==> src/rtl/mem_port_arbiter.sv <==
// ============================================================================
// Module  : mem_port_arbiter
// Purpose : Shares one single-port block RAM between the CPU fetch and data
//           ports, one outstanding issue/wait/ack transaction at a time.
//           Define ARB_RR_EN for round-robin tie-breaking (default: data wins).
// Revision: 1.0 - initial release
// ============================================================================
`default_nettype none

module mem_port_arbiter #(
  parameter int ADDR_W  = 11,
  parameter int DATA_W  = 32,
  parameter int RAM_LAT = 1
) (
  input  logic              clk,
  input  logic              rst,
  input  logic              i_req,
  input  logic [31:0]       i_addr,
  output logic              i_ack,
  output logic [DATA_W-1:0] i_rdata,
  input  logic              d_req,
  input  logic              d_we,
  input  logic [31:0]       d_addr,
  input  logic [DATA_W-1:0] d_wdata,
  output logic              d_ack,
  output logic [DATA_W-1:0] d_rdata,
  output logic              busy,
  output logic              ram_wea,
  output logic [ADDR_W-1:0] ram_addra,
  output logic [DATA_W-1:0] ram_dina,
  input  logic [DATA_W-1:0] ram_douta
);

  localparam logic [1:0] c_IDLE     = 2'd0;
  localparam logic [1:0] c_ACCESS   = 2'd1;
  localparam logic [1:0] c_RESP     = 2'd2;
  localparam logic [1:0] c_LAT_INIT = 2'(RAM_LAT - 1);

  logic [1:0]        state_q, state_d;
  logic [1:0]        lat_cnt_q;
  logic              sel_data_q;
  logic              we_q;
  logic              ram_wea_q;
  logic [ADDR_W-1:0] ram_addra_q;
  logic [DATA_W-1:0] ram_dina_q;
  logic              w_issue;
  logic              w_grant_data;
  logic              w_unused_addr;

  assign w_issue = i_req | d_req;

  // Byte-lane and above-range address bits are deliberately discarded.
  assign w_unused_addr = ^{i_addr[31:ADDR_W+2], i_addr[1:0],
                           d_addr[31:ADDR_W+2], d_addr[1:0]};

`ifdef ARB_RR_EN
  logic rr_last_q;  // 1 = last grant went to the data port

  always_ff @(posedge clk) begin
    if (rst) begin
      rr_last_q <= 1'b0;
    end else if (state_q == c_IDLE && w_issue) begin
      rr_last_q <= w_grant_data;
    end
  end

  assign w_grant_data = d_req & (~i_req | ~rr_last_q);
`else
  assign w_grant_data = d_req;
`endif

  always_ff @(posedge clk) begin
    if (rst) begin
      state_q <= c_IDLE;
    end else begin
      state_q <= state_d;
    end
  end

  always_comb begin
    state_d = state_q;
    case (state_q)
      c_IDLE:   if (w_issue) state_d = c_ACCESS;
      c_ACCESS: if (lat_cnt_q == 2'd0) state_d = c_RESP;
      c_RESP:   state_d = c_IDLE;
      default:  state_d = c_IDLE;
    endcase
  end

  // Write strobe is a single-cycle pulse: cleared on every edge unless re-issued.
  always_ff @(posedge clk) begin
    if (rst) begin
      lat_cnt_q   <= 2'd0;
      sel_data_q  <= 1'b0;
      we_q        <= 1'b0;
      ram_wea_q   <= 1'b0;
      ram_addra_q <= '0;
      ram_dina_q  <= '0;
    end else begin
      ram_wea_q <= 1'b0;
      case (state_q)
        c_IDLE: begin
          if (w_issue) begin
            sel_data_q  <= w_grant_data;
            we_q        <= w_grant_data & d_we;
            ram_wea_q   <= w_grant_data & d_we;
            ram_addra_q <= w_grant_data ? d_addr[ADDR_W+1:2] : i_addr[ADDR_W+1:2];
            lat_cnt_q   <= c_LAT_INIT;
            if (w_grant_data) ram_dina_q <= d_wdata;
          end
        end
        c_ACCESS: begin
          if (lat_cnt_q != 2'd0) lat_cnt_q <= lat_cnt_q - 2'd1;
        end
        default: ;
      endcase
    end
  end

  always_comb begin
    busy    = (state_q != c_IDLE);
    i_ack   = (state_q == c_RESP) & ~sel_data_q;
    d_ack   = (state_q == c_RESP) & sel_data_q;
    i_rdata = i_ack ? ram_douta : '0;
    d_rdata = (d_ack & ~we_q) ? ram_douta : '0;
  end

  assign ram_wea   = ram_wea_q;
  assign ram_addra = ram_addra_q;
  assign ram_dina  = ram_dina_q;

endmodule

`default_nettype wire

==> config.mk <==
export PLATFORM = sky130hd
export DESIGN_NAME = mem_port_arbiter
export DESIGN_NICKNAME = d
export VERILOG_FILES = /design/src/rtl/mem_port_arbiter.sv
export SDC_FILE = /design/constraint.sdc
export NUM_CORES = 1
export LEC_CHECK = 0
export CAP_MARGIN = 30
export CORE_AREA = 2 2 94 96
export CTS_CLUSTER_DIAMETER = 40
export DETAILED_ROUTE_END_ITERATION = 7
export DIE_AREA = 0 0 96 98
export MAX_ROUTING_LAYER = met4
export PLACE_DENSITY_LB_ADDON = 0.1
export SYNTH_ARGS = -nofsm -noshare
export SYNTH_HDL_FRONTEND = slang
export SYNTH_SLANG_ARGS = --single-unit
==> constraint.sdc <==
create_clock -name clk -period 1.62 [get_ports clk]
set_input_delay 0.324 -clock clk [delete_from_list [all_inputs] [get_ports clk]]
set_output_delay 0.324 -clock clk [all_outputs]
set_load 0.05 [all_outputs]
==> results of run 1 <==
[worst min path at each step]
stage	endpoint	cells past startpoint	slack [ns]	start
after global routing	ram_addra[3]	1	0.49	ram_addra[3]
final	ram_addra[0]	1	0.47	ram_addra[0]
after floorplan	we_q	1	0.42	we_q
after CTS	we_q	1	0.46	we_q
after global placement	we_q	1	0.43	we_q
after detailed placement	we_q	1	0.44	we_q
[state kept, by name, summed over array words and instances (netlist names)]
register and cells:
we_q 1, sel_data_q 1, ram_dina 32, ram_addra 11
lat_cnt_q 2, state_q 2, ram_wea 1
[layout make-up]
class / count / share of cell area [%]
clock buffers: 5 / 1.219
multi-input cells: 175 / 25.05
clock inverters: 3 / 0.7759
inverters: 4 / 0.2660
repair buffers: 233 / 52.49
flip-flops and latches: 50 / 17.80
well taps: 108 / 2.394
[worst max-delay path, stage by stage (launching register included)]
cell	delay, ns
dfxtp_2	0.34
buf_6	0.11
nor3b_4	0.23
buf_6	0.16
buf_12	0.13
and2_4	0.16
buf_12	0.13
[per-layer routing]
metal  wire length (um)  share of wire [%]  track usage, %
met5                  0                  0               -
met2               4475                 50           31.94
met3                860                9.7           5.941
met4                 75               0.84           3.956
met1               3482                 39           21.04
[repair_timing]
action	CTS	global route
cloned	2	3
endpoints found under the setup margin	66	66
hold endpoints to repair	0	0
setup buffers	4	6
pin swaps	8	11
resized for setup	29	27
[where the power goes]
part           internal (mW)  switching, mW  total [mW]
Clock                  0.463          0.424       0.887
Sequential              1.33         0.0507        1.38
Combinational          0.719          0.787        1.51
[cells by family after synthesis]
| logic type | synth area share [%] |
|---|---|
| adders and majority gates | 0.5287 |
| muxes | 18.19 |
| DFF | 42.31 |
| and+or+nand+nor | 26.49 |
| buffers and inverters | 6.081 |
| AOI/OAI and AO/OA | 6.399 |
[cell usage after synthesis, drive strengths merged]
master   number  area [sq um]
o21ai         2         10.01
nor3b         2         25.02
a31oi         1         6.260
a21o          1         7.510
inv           4         15.01
nand3         1         5.000
nor3          2         10.01
and2b         1         7.510
o2bb2ai      11         96.34
and3b         1         8.760
dfxtp        50          1001
nor4b         3         26.28
or2           1         6.260
nor2         34         127.6
a22o          1         8.760
clkbuf        9         37.53
and3          1         6.260
mux2i        43         430.4
a2111oi       1         8.760
a21oi         2         13.76
and2         64         400.4
buf          10         91.33
ha            1         12.51
nand2         1         3.750
[per-stage QoR]
stage,area (sq um),power (mW)
floorplan,2515,2.175
global placement,5285,2.807
detailed placement,5285,2.825
CTS,5545,3.778
global route,5644,3.942
finish,5644,3.771
==> impl_metrics.csv, run 1 <==
group,metric,value,unit
floorplanning,ioPinCount,244,
cells_and_area,fin_nets,603,
global_route,grt_max_degree,33,
synthesis,syn_avg_cell_area,9.579,sq um
global_route,grt_pass1_vias,2521,
worst_setup_path,ff2ff_path_depth,6,
synthesis,netlist_area,2366,sq um
clock_tree,ctsHoldBuffers,0,
clock_tree,worstSkewPairLatency,0.30,ns
synthesis,yosysSeqAreaShare,42.31,%
worst_setup_path,critPathMaxFanout,9,
routing,drc,0,
cells_and_area,multi_input_area,1414,sq um
power,p_per_area,668.2,nW/um^2
routing,drt_wl_total,8893,um
sta,slew_headroom,75.61,%
worst_setup_path,crit_type,"reg2out",
cells_and_area,fin_cells,578,
cells_and_area,layout-drive-gt1-share,47.87,%
worst_setup_path,cp-end-kind,"output pin",
sta,timing.fmax,0.5272,GHz
worst_setup_path,reg2reg_to,"ram_dina[30]",
synthesis,synthCells,247,
run,drv_cap,0,
clock_tree,clock_path_buffers,2,
floorplanning,rows,34,
worst_setup_path,cp-startpoint,"sel_data_q",
worst_setup_path,endpoint,"i_rdata[5]",
worst_hold_path,hold_path.class,"reg2reg",
synthesis,syn-num-nets,381,
place,dp_cells,556,
cells_and_area,ff_latch_area,1005,sq um
global_route,antenna_found_initial,0,
sta,slew_violations,0,
synthesis,synth_cell_type_count,29,
sta,finalHoldViolations,0,
routing,post_drt_wl_per_cell,15.39,um
run_status,status,"finished, violations left",
place,dpl.hpwl,6811,um
cells_and_area,final_util,66.67,%
sta,grt_setup_unrepaired,"true",
routing,num_vias,2545,
run_status,violations,"setup timing",
synthesis,synth.ff_latch_count,50,
worst_setup_path,startpoint_type,"flip-flop",
cells_and_area,nFillCells,678,
sta,timing.final.crit_share,117.1,%
floorplanning,die_w,96,um
cells_and_area,final_common_cell,"clkdlybuf4s50_1",
worst_setup_path,crit_required,1.30,ns
routing,antenna_left,0,
sta,final.setup_skew,0.01373,ns
routing,drtPass1Iterations,4,
clock_tree,numClockSinks,50,
power,power.leakage,2.455,nW
clock_tree,cts_max_level,2,
global_route,grt_usage,18.66,%
cells_and_area,area_growth,138.6,%
synthesis,yosys_warnings,0,
worst_setup_path,reg2reg_slack,0.14,ns
sta,finalSetupTns,-16.30,ns
global_route,grt_overflow,0,
global_route,grt_pass1_wl,13410,um
sta,setup-violations-final,65,
power,peakVddDrop,0.6412,mV
routing,vias_per_cell,4.403,
place,port_buffers,201,
sta,finalWorstSetupSlack,-0.2770,ns
worst_setup_path,crit_arrival,1.57,ns
floorplanning,start_util,27.95,%
worst_setup_path,crit-reg2reg-launch,"state_q[0]",
cells_and_area,final_cell_mix,"clkdlybuf4s50_1, buf_12, and2_4",
clock_tree,cts_made_buffers,5,
sta,tightest_slew,0.3566,ns
routing,drtIter0Drc,67,
floorplanning,coreArea,8466,sq um
place,gp_congestion,0.6954,
clock_tree,clk_pin_slew,0.10,ns
clock_tree,cts_tree,"yes",
cells_and_area,num_antenna_cells,0,
sta,final.min_clock_period,1.897,ns
floorplanning,die_h,98,um
clock_tree,clockRootBuffer,"clkbuf_8",
place,post-place-ws,-0.1604,ns
sta,whs,0.4716,ns
floorplanning,die-area,9408,sq um
No activity file was read; power rests on OpenSTA's default activity.
==> run 2: changes to the inputs <==
--- a/config.mk
+++ b/config.mk
@@ -6,10 +6,11 @@
 export NUM_CORES = 1
 export LEC_CHECK = 0
 export CAP_MARGIN = 30
-export CORE_AREA = 2 2 94 96
+export CORE_AREA = 2 2 93 95
 export CTS_CLUSTER_DIAMETER = 40
 export DETAILED_ROUTE_END_ITERATION = 7
-export DIE_AREA = 0 0 96 98
+export DIE_AREA = 0 0 95 97
+export DONT_BUFFER_PORTS = 1
 export MAX_ROUTING_LAYER = met4
 export PLACE_DENSITY_LB_ADDON = 0.1
 export SYNTH_ARGS = -nofsm -noshare
==> impl_metrics.csv, run 2 (synthesis results as in run 1) <==
group,metric,value,unit
routing,drtIter0Drc,29,
global_route,grt_max_degree,38,
routing,vias_per_cell,4.801,
sta,finalSetupTns,-12.04,ns
routing,drtPass1Iterations,3,
sta,tightest_slew,0.5333,ns
place,gp_congestion,0.6900,
routing,drt_wl_total,5949,um
sta,finalWorstSetupSlack,-0.2145,ns
cells_and_area,area_growth,28.29,%
power,peakVddDrop,0.4247,mV
floorplanning,die_w,95,um
sta,slew_headroom,64.40,%
power,power.leakage,1.282,nW
run_status,violations,"setup timing",
worst_setup_path,ff2ff_path_depth,7,
floorplanning,die_h,97,um
power,p_per_area,1052,nW/um^2
cells_and_area,final_common_cell,"and2_4",
routing,drc,0,
cells_and_area,layout-drive-gt1-share,41.22,%
global_route,grt_usage,11.13,%
global_route,grt_pass1_wl,7976,um
clock_tree,cts_made_buffers,5,
worst_setup_path,crit_type,"reg2out",
floorplanning,start_util,29.09,%
cells_and_area,final_cell_mix,"and2_4, dfxtp_1, mux2i_1",
floorplanning,die-area,9215,sq um
floorplanning,coreArea,8134,sq um
worst_setup_path,crit-reg2reg-launch,"state_q[0]",
cells_and_area,fin_nets,395,
global_route,grt_overflow,0,
global_route,grt_pass1_vias,1623,
sta,slew_violations,0,
routing,antenna_left,0,
routing,num_vias,1762,
sta,final.setup_skew,0.005557,ns
clock_tree,worstSkewPairLatency,0.30,ns
worst_setup_path,startpoint_type,"flip-flop",
clock_tree,cts_tree,"yes",
cells_and_area,largest_reg_flops,32,
place,port_buffers,0,
clock_tree,numClockSinks,50,
worst_setup_path,reg2reg_slack,0.03,ns
worst_hold_path,whs_endpoint,"ram_dina[18]",
floorplanning,rows,33,
cells_and_area,num_antenna_cells,0,
worst_setup_path,critPathMaxFanout,8,
run_status,status,"finished, violations left",
clock_tree,cts_max_level,2,
floorplanning,ioPinCount,244,
worst_hold_path,worstHoldPathCells,1,
sta,grt_setup_unrepaired,"true",
sta,setup-violations-final,66,
worst_hold_path,hold_path.class,"in2reg",
sta,finalHoldViolations,0,
sta,timing.final.crit_share,113.2,%
worst_setup_path,crit_arrival,1.51,ns
clock_tree,clockRootBuffer,"clkbuf_8",
global_route,antenna_found_initial,0,
worst_setup_path,crit_required,1.30,ns
place,dpl.hpwl,4088,um
cells_and_area,nFillCells,802,
routing,post_drt_wl_per_cell,16.21,um
cells_and_area,final_util,37.32,%
run,drv_cap,0,
sta,final.min_clock_period,1.835,ns
clock_tree,clk_pin_slew,0.10,ns
clock_tree,clock_path_buffers,2,
worst_setup_path,reg2reg_to,"ram_dina[0]",
sta,timing.fmax,0.5451,GHz
worst_setup_path,cp-end-kind,"output pin",
worst_hold_path,hold_start,"rst",
==> run 2: cell count changes in the layout (fill, tap and decap cells not counted), moves of 3 or more <==
cell,before,now
buf_6,6,2
buf_4,60,12
clkbuf_16,1,4
clkdlybuf4s50_1,90,0
buf_12,73,6
==> run 2: final cells by class <==
class / count / area, sq um / share of cell area (%)
Tap cell: 105 / 131.4 / 4.328
Multi-Input combinational cell: 174 / 1405 / 46.29
Clock buffer: 5 / 68.82 / 2.267
Clock inverter: 3 / 48.80 / 1.608
Sequential cell: 50 / 1003 / 33.06
Timing Repair Buffer: 26 / 362.8 / 11.95
Inverter: 4 / 15.01 / 0.4946
==> run 2: worst max-delay path by stage <==
stage                     from     endpoint  slack, ns  cells past startpoint
finish              sel_data_q  i_rdata[31]      -0.21                      6
floorplan           state_q[0]   d_rdata[0]      -0.13                      5
global placement    state_q[1]  d_rdata[25]       0.09                      4
global route        state_q[0]  i_rdata[31]      -0.27                      6
CTS                 sel_data_q   i_rdata[1]      -0.23                      5
detailed placement  state_q[1]  d_rdata[24]        0.1                      4
==> run 2: worst max-delay path, stage by stage, from the launching register on <==
cell	delay, ns
dfxtp_1	0.33
buf_4	0.14
nor3b_4	0.19
buf_6	0.14
clkbuf_16	0.14
and2_4	0.14
buf_12	0.12
==> run 2: power breakdown <==
group          internal, mW  switching [mW]  leakage, nW
sequential             1.33           0.370        0.412
combinational         0.257           0.328        0.814
clock                 0.471           0.440       0.0563
==> run 2: timing repair <==
action                     CTS  global route
hold buffers                 0             0
cloned                       0             5
resized for setup            6            39
pin swaps                   32            60
buffers inserted             0             7
setup endpoints to repair   66            65
==> run 2: metrics by stage <==
step                      area, sq um  std cells  hold slack [ns]  setup WS [ns]  power, mW
after floorplan                  2515        247           0.4187        -0.1305      2.175
after global placement           2678        347           0.3999        0.08522      2.241
after detailed placement         2678        347           0.4020        0.09579      2.241
after CTS                        2804        355          0.06122        -0.2323      3.185
after global routing             3035        367          0.05206        -0.2724      3.337
final                            3035        367          0.07848        -0.2145      3.193
==> run 2: layer usage <==
metal / wire [um] / global-route usage (%) / share of wire, %
met5: 0 / - / 0
met3: 506 / 3.037 / 8.5
met4: 52 / 3.010 / 0.87
met2: 3125 / 19.42 / 53
met1: 2264 / 12.32 / 38
